[config.mk]
export PLATFORM = sky130hd
export DESIGN_NAME = fifo_wptr_full
export DESIGN_NICKNAME = d
export VERILOG_FILES = /design/src/rtl/fifo_wptr_full.sv
export SDC_FILE = /design/constraint.sdc
export NUM_CORES = 1
export LEC_CHECK = 0
export CORE_MARGIN = 3
export CORE_UTILIZATION = 40
export CTS_CLUSTER_SIZE = 24
export DETAILED_ROUTE_END_ITERATION = 8
export GPL_ROUTABILITY_DRIVEN = 0
export PLACE_DENSITY = 0.69
export SYNTH_ARGS = -nofsm -noshare
export SYNTH_HDL_FRONTEND = slang
export SYNTH_SLANG_ARGS = --single-unit
[constraint.sdc]
create_clock -name wclk -period 6.5 [get_ports wclk]
set_clock_uncertainty 0.15 [all_clocks]
set_input_delay 0.65 -clock wclk [delete_from_list [all_inputs] [get_ports wclk]]
set_output_delay 0.65 -clock wclk [all_outputs]
set_load 0.005 [all_outputs]
[src/rtl/fifo_wptr_full.sv]
// fifo_wptr_full
// Write-domain pointer and status controller for an asynchronous FIFO.
// It keeps the binary write pointer and its Gray-coded copy for the
// read-side synchronizer, and drives the RAM write enable and address.
// The read pointer comes in Gray code, already synchronized to wclk,
// and is used to derive full, almost-full, fill level and a sticky
// overflow flag. All status is conservative: the synchronized read
// pointer lags the reader, so the level can only be overestimated.
module fifo_wptr_full #(
    parameter int ADDR_WIDTH   = 4,
    parameter int AFULL_THRESH = 12
) (
    input  logic                  wclk,
    input  logic                  wrst_n,
    input  logic                  winc,
    input  logic                  wovf_clr,
    input  logic [ADDR_WIDTH:0]   wq2_rptr,
    output logic                  wen,
    output logic [ADDR_WIDTH-1:0] waddr,
    output logic [ADDR_WIDTH:0]   wptr,
    output logic                  wfull,
    output logic                  walmost_full,
    output logic [ADDR_WIDTH:0]   wlevel,
    output logic                  woverflow
);

    // Threshold resized to the pointer width; 2^ADDR_WIDTH still fits.
    localparam logic [ADDR_WIDTH:0] LP_AFULL_THRESH = (ADDR_WIDTH + 1)'(AFULL_THRESH);

    // Binary to Gray: neighbouring codes differ in exactly one bit.
    function automatic logic [ADDR_WIDTH:0] f_bin2gray(input logic [ADDR_WIDTH:0] bin);
        return (bin >> 1) ^ bin;
    endfunction

    // Gray to binary: XOR prefix running from the MSB down.
    function automatic logic [ADDR_WIDTH:0] f_gray2bin(input logic [ADDR_WIDTH:0] gray);
        logic [ADDR_WIDTH:0] bin;
        bin             = '0;
        bin[ADDR_WIDTH] = gray[ADDR_WIDTH];
        for (int i = ADDR_WIDTH - 1; i >= 0; i--) begin
            bin[i] = bin[i + 1] ^ gray[i];
        end
        return bin;
    endfunction

    // State registers
    logic [ADDR_WIDTH:0] r_wbin;
    logic [ADDR_WIDTH:0] r_wptr;
    logic                r_wfull;
    logic                r_walmost_full;
    logic [ADDR_WIDTH:0] r_wlevel;
    logic                r_woverflow;

    // Next-state wires
    logic                w_wen;
    logic [ADDR_WIDTH:0] w_wbinnext;
    logic [ADDR_WIDTH:0] w_wgraynext;
    logic [ADDR_WIDTH:0] w_rbin;
    logic [ADDR_WIDTH:0] w_full_cmp;
    logic                w_wfull_next;
    logic [ADDR_WIDTH:0] w_wlevel_next;
    logic                w_walmost_full_next;
    logic                w_woverflow_next;

    // Next-state logic: accepted write, pointers, full/level/flags, overflow.
    always_comb begin
        w_wen               = 1'b0;
        w_wbinnext          = r_wbin;
        w_wgraynext         = r_wptr;
        w_rbin              = '0;
        w_full_cmp          = '0;
        w_wfull_next        = 1'b0;
        w_wlevel_next       = '0;
        w_walmost_full_next = 1'b0;
        w_woverflow_next    = r_woverflow;

        // A write is only accepted when the registered full flag is clear.
        w_wen       = winc & ~r_wfull;
        w_wbinnext  = r_wbin + {{ADDR_WIDTH{1'b0}}, w_wen};
        w_wgraynext = f_bin2gray(w_wbinnext);

        // Full when the next write pointer is a full lap ahead of the read
        // pointer: in Gray code that means the top two bits inverted.
        w_full_cmp   = {~wq2_rptr[ADDR_WIDTH:ADDR_WIDTH-1], wq2_rptr[ADDR_WIDTH-2:0]};
        w_wfull_next = (w_wgraynext == w_full_cmp);

        // Level uses modular subtraction so the pointer wrap is transparent.
        w_rbin              = f_gray2bin(wq2_rptr);
        w_wlevel_next       = w_wbinnext - w_rbin;
        w_walmost_full_next = (w_wlevel_next >= LP_AFULL_THRESH);

        // Sticky overflow; a new overflow beats a clear in the same cycle.
        if (winc & r_wfull) begin
            w_woverflow_next = 1'b1;
        end else if (wovf_clr) begin
            w_woverflow_next = 1'b0;
        end else begin
            w_woverflow_next = r_woverflow;
        end
    end

    // Register pointers and status; asynchronous reset clears everything.
    always_ff @(posedge wclk or negedge wrst_n) begin
        if (!wrst_n) begin
            r_wbin         <= '0;
            r_wptr         <= '0;
            r_wfull        <= 1'b0;
            r_walmost_full <= 1'b0;
            r_wlevel       <= '0;
            r_woverflow    <= 1'b0;
        end else begin
            r_wbin         <= w_wbinnext;
            r_wptr         <= w_wgraynext;
            r_wfull        <= w_wfull_next;
            r_walmost_full <= w_walmost_full_next;
            r_wlevel       <= w_wlevel_next;
            r_woverflow    <= w_woverflow_next;
        end
    end

    // RAM write port is combinational; all status outputs come from registers.
    assign wen          = w_wen;
    assign waddr        = r_wbin[ADDR_WIDTH-1:0];
    assign wptr         = r_wptr;
    assign wfull        = r_wfull;
    assign walmost_full = r_walmost_full;
    assign wlevel       = r_wlevel;
    assign woverflow    = r_woverflow;

endmodule

==> flow_summary_export.csv <==
group,metric,value,unit
detailed_routing,drtIter0Drc,4,
detailed_routing,routedWlPerCell,12.4,microns
die,die_h,54.6,microns
cells_and_area,syn2layout_area_growth,33.5,%
clocking,clock_path_buffers,2,
timing,maxSlewHeadroom,49.2,%
die,die_area,2980,sq um
global_route,grt_pass1_wl,2820,microns
clocking,h-tree-depth,1,
outcome,status,"completed",
hold_path,hold-path-cell-count,2,
global_route,track_usage,13.7,%
timing,worst_slew_pin_slew,760,ps
power,power_density,556,nW/um^2
clocking,clk_pin_slew,100,ps
setup_path,critical_path_class,"in -> reg",
detailed_routing,wl,1690,microns
clocking,cts_buffers,3,
synth,ys_ff_latch,17,
clocking,clockRootBuffer,"clkbuf_4",
synth,ys_seq_area_share,45.0,%
synth,syn_inst,80,
setup_path,path_common_cell,"xor2_1",
global_route,antenna_found_initial,0,
global_route,grt_pass1_vias,637,
place,io_buffers,26,
clocking,clkSinkCount,17,
setup_path,rr_startpoint,"wfull$_DFF_PN0_",
timing,finalSetupViolCount,0,
hold_path,whs_endpoint,"woverflow$_DFFE_PN0P_",
setup_path,end_kind,"flop",
setup_path,worstPathCellList,"clkdlybuf4s50_1 -> xnor2_2 -> xor2_1 -> xor2_1 -> xnor2_1 -> ha_1 -> fa_1 -> nor2b_1 -> o21ai_0 -> and3_1 -> or4b_1",
setup_path,worstPathArrival,3650,ps
power,p_leak,0.000546,uW
detailed_routing,first_pass_iters,4,
synth,yosys-top-cells-area,"dfrtp_1 45%, xnor2_1 11%, ha_1 7.9%",
place,place_ws,2540,ps
setup_path,start_kind,"input pin",
die,ios,27,
setup_path,critPathMaxFanout,5,
power,peakVddDrop,0.297,mV
synth,avgSynthCellArea,11.8,sq um
cells_and_area,antenna_cells,0,
synth,syn-num-nets,96,
timing,setup_slack,2870,ps
synth,synth_compound_area_share,8.33,%
synth,synth_adder_area_share,10.1,%
detailed_routing,drc,0,
place,dpl_cell_area,1230,sq um
synth,synth_ff_type,"dfrtp_1",
synth,synth_most_common_cell,"dfrtp_1",
detailed_routing,viasPerCell,4.86,
clocking,cts_resized,0,
setup_path,critical_path.slowest_cell,"clkdlybuf4s50_1",
setup_path,critPathMaxStageDelay,500,ps
timing,rsz0062_at_grt,"no",
cells_and_area,fin_cells,136,
timing,fmax,0.276,GHz
synth,synth.top_cell.area_share,45.0,%
timing,finalSetupTns,0,ps
synth,synth_warnings,0,
flow_run,maxCapViolations,0,
synth,ys_types,29,
clocking,post_cts_buffers,0,
setup_path,rr_worst_depth,9,
timing,maxSlewViolCount,0,
hold_path,min_from,"wfull$_DFF_PN0_",
detailed_routing,drtAntennaViolNets,0,
synth,synthTopCellsByCount,"17 x dfrtp_1, 12 x xnor2_1, 9 x inv_1, 6 x ha_1, 6 x xor2_1",
synth,synth_mux_area_share,1.06,%
synth,synthSimpleGateAreaFrac,9.66,%
detailed_routing,vias,661,
clocking,insertion_delay,300,ps
die,initial_core_util,45.0,%
place,dpl.hpwl,1340,microns
global_route,globalRouteOverflowTotal,0,
die,core.rowCount,16,
cells_and_area,drive_above_1_share,11.0,%
global_route,grt_max_degree,18,
timing,period_share,55.8,%
setup_path,r2r-end,"walmost_full$_DFF_PN0_",
setup_path,worstSetupStartpoint,"wq2_rptr[4]",
setup_path,required,6520,ps
synth,synth_top_family_by_area,"XOR/XNOR gates",
cells_and_area,nNetsFinal,126,
synth,yosys.area.top_type,"dfrtp_1",
synth,syn_area,946,sq um
synth,synthArstFlopShare,100,%
die,fp.dieW,54.6,microns
place,place_inst,132,
die,core-area,2100,sq um
setup_path,r2r_setup_slack,3410,ps
cells_and_area,fillCellCount,190,
synth,synthXorXnorAreaFrac,21.8,%
hold_path,hold_class,"reg -> reg",
timing,fin_crit,3630,ps
synth,synth-edff-count,0,
clocking,cts_tree,"done",
cells_and_area,final_area,1260,sq um
timing,finalHoldViolCount,0,
clocking,ctsHoldBuffers,0,
cell usage in the layout (no fill, tap or decap), types with 2 or more instances in the layout:
cell type / synthesis / layout
clkdlybuf4s50_1: 0 / 26
o21ai_0: 2 / 2
xnor2_1: 12 / 12
ha_1: 6 / 6
inv_1: 9 / 9
clkbuf_4: 0 / 3
nand3_1: 3 / 3
nor2b_1: 2 / 2
a21oi_1: 2 / 2
xnor2_2: 2 / 2
xor2_1: 6 / 6
dfrtp_1: 17 / 17
worst max-delay path: cells and delay by family:
| family | cells | cell delay (ps) |
|---|---|---|
| adders and majority gates | 2 | 700 |
| xor gates and xnor gates | 4 | 860 |
| AOI/OAI and AO/OA | 1 | 100 |
| and+or+nand+nor | 3 | 840 |
| buffers and inverters | 1 | 500 |
report_power, final:
group,leakage (uW),internal (uW),switching (uW)
Clock,0.0000177,22.9,35.5
Combinational,0.000324,245,196
Sequential,0.000203,164,38.0
Total,0.000546,432,269
area by class of cell:
| class | count | area (sq um) | area share (%) |
|---|---|---|---|
| clock buffers | 3 | 22.5 | 1.78 |
| clock inverters | 1 | 5.00 | 0.396 |
| inverters | 9 | 33.8 | 2.68 |
| multi-input cells | 53 | 482 | 38.2 |
| flip-flops and latches | 17 | 425 | 33.7 |
| well taps | 27 | 33.8 | 2.68 |
| repair buffers | 26 | 260 | 20.6 |
registers in the layout (all words and copies together) (netlist names):
signal        cells
wfull             1
walmost_full      1
r_wbin            5
wlevel            5
wptr              4
woverflow         1
worst max-delay path by stage:
| stage | to | slack, ps |
|---|---|---|
| floorplan | walmost_full$_DFF_PN0_ | 3300 |
| global placement | walmost_full$_DFF_PN0_ | 2620 |
| detailed placement | walmost_full$_DFF_PN0_ | 2540 |
| CTS | walmost_full$_DFF_PN0_ | 2860 |
| global route | walmost_full$_DFF_PN0_ | 2700 |
| finish | walmost_full$_DFF_PN0_ | 2870 |
logic make-up after synthesis:
group                    Yosys count
flip-flops                        17
XOR/XNOR                          21
adder cells (fa/ha/maj)            7
multiplexers                       1
AND/OR/NAND/NOR                   14
buffers and inverters             10
AO/OA/AOI/OAI                     10
stage by stage:
step                      hold slack [ps]  total power (uW)  utilization (%)
after floorplan                       204               488                -
after global placement                356               642             58.8
after detailed placement              371               655             58.8
after CTS                             397               714             60.1
after global routing                  426               774             60.1
final                                 387               701             60.1
per-layer routing:
layer | global-route usage, % | wire [microns]
met3 | 4.90 | 100
met4 | 3.73 | 6
met1 | 16.3 | 767
met2 | 23.0 | 817
met5 | 0 | 0
Note: power is estimated with default switching activity, not from simulation.
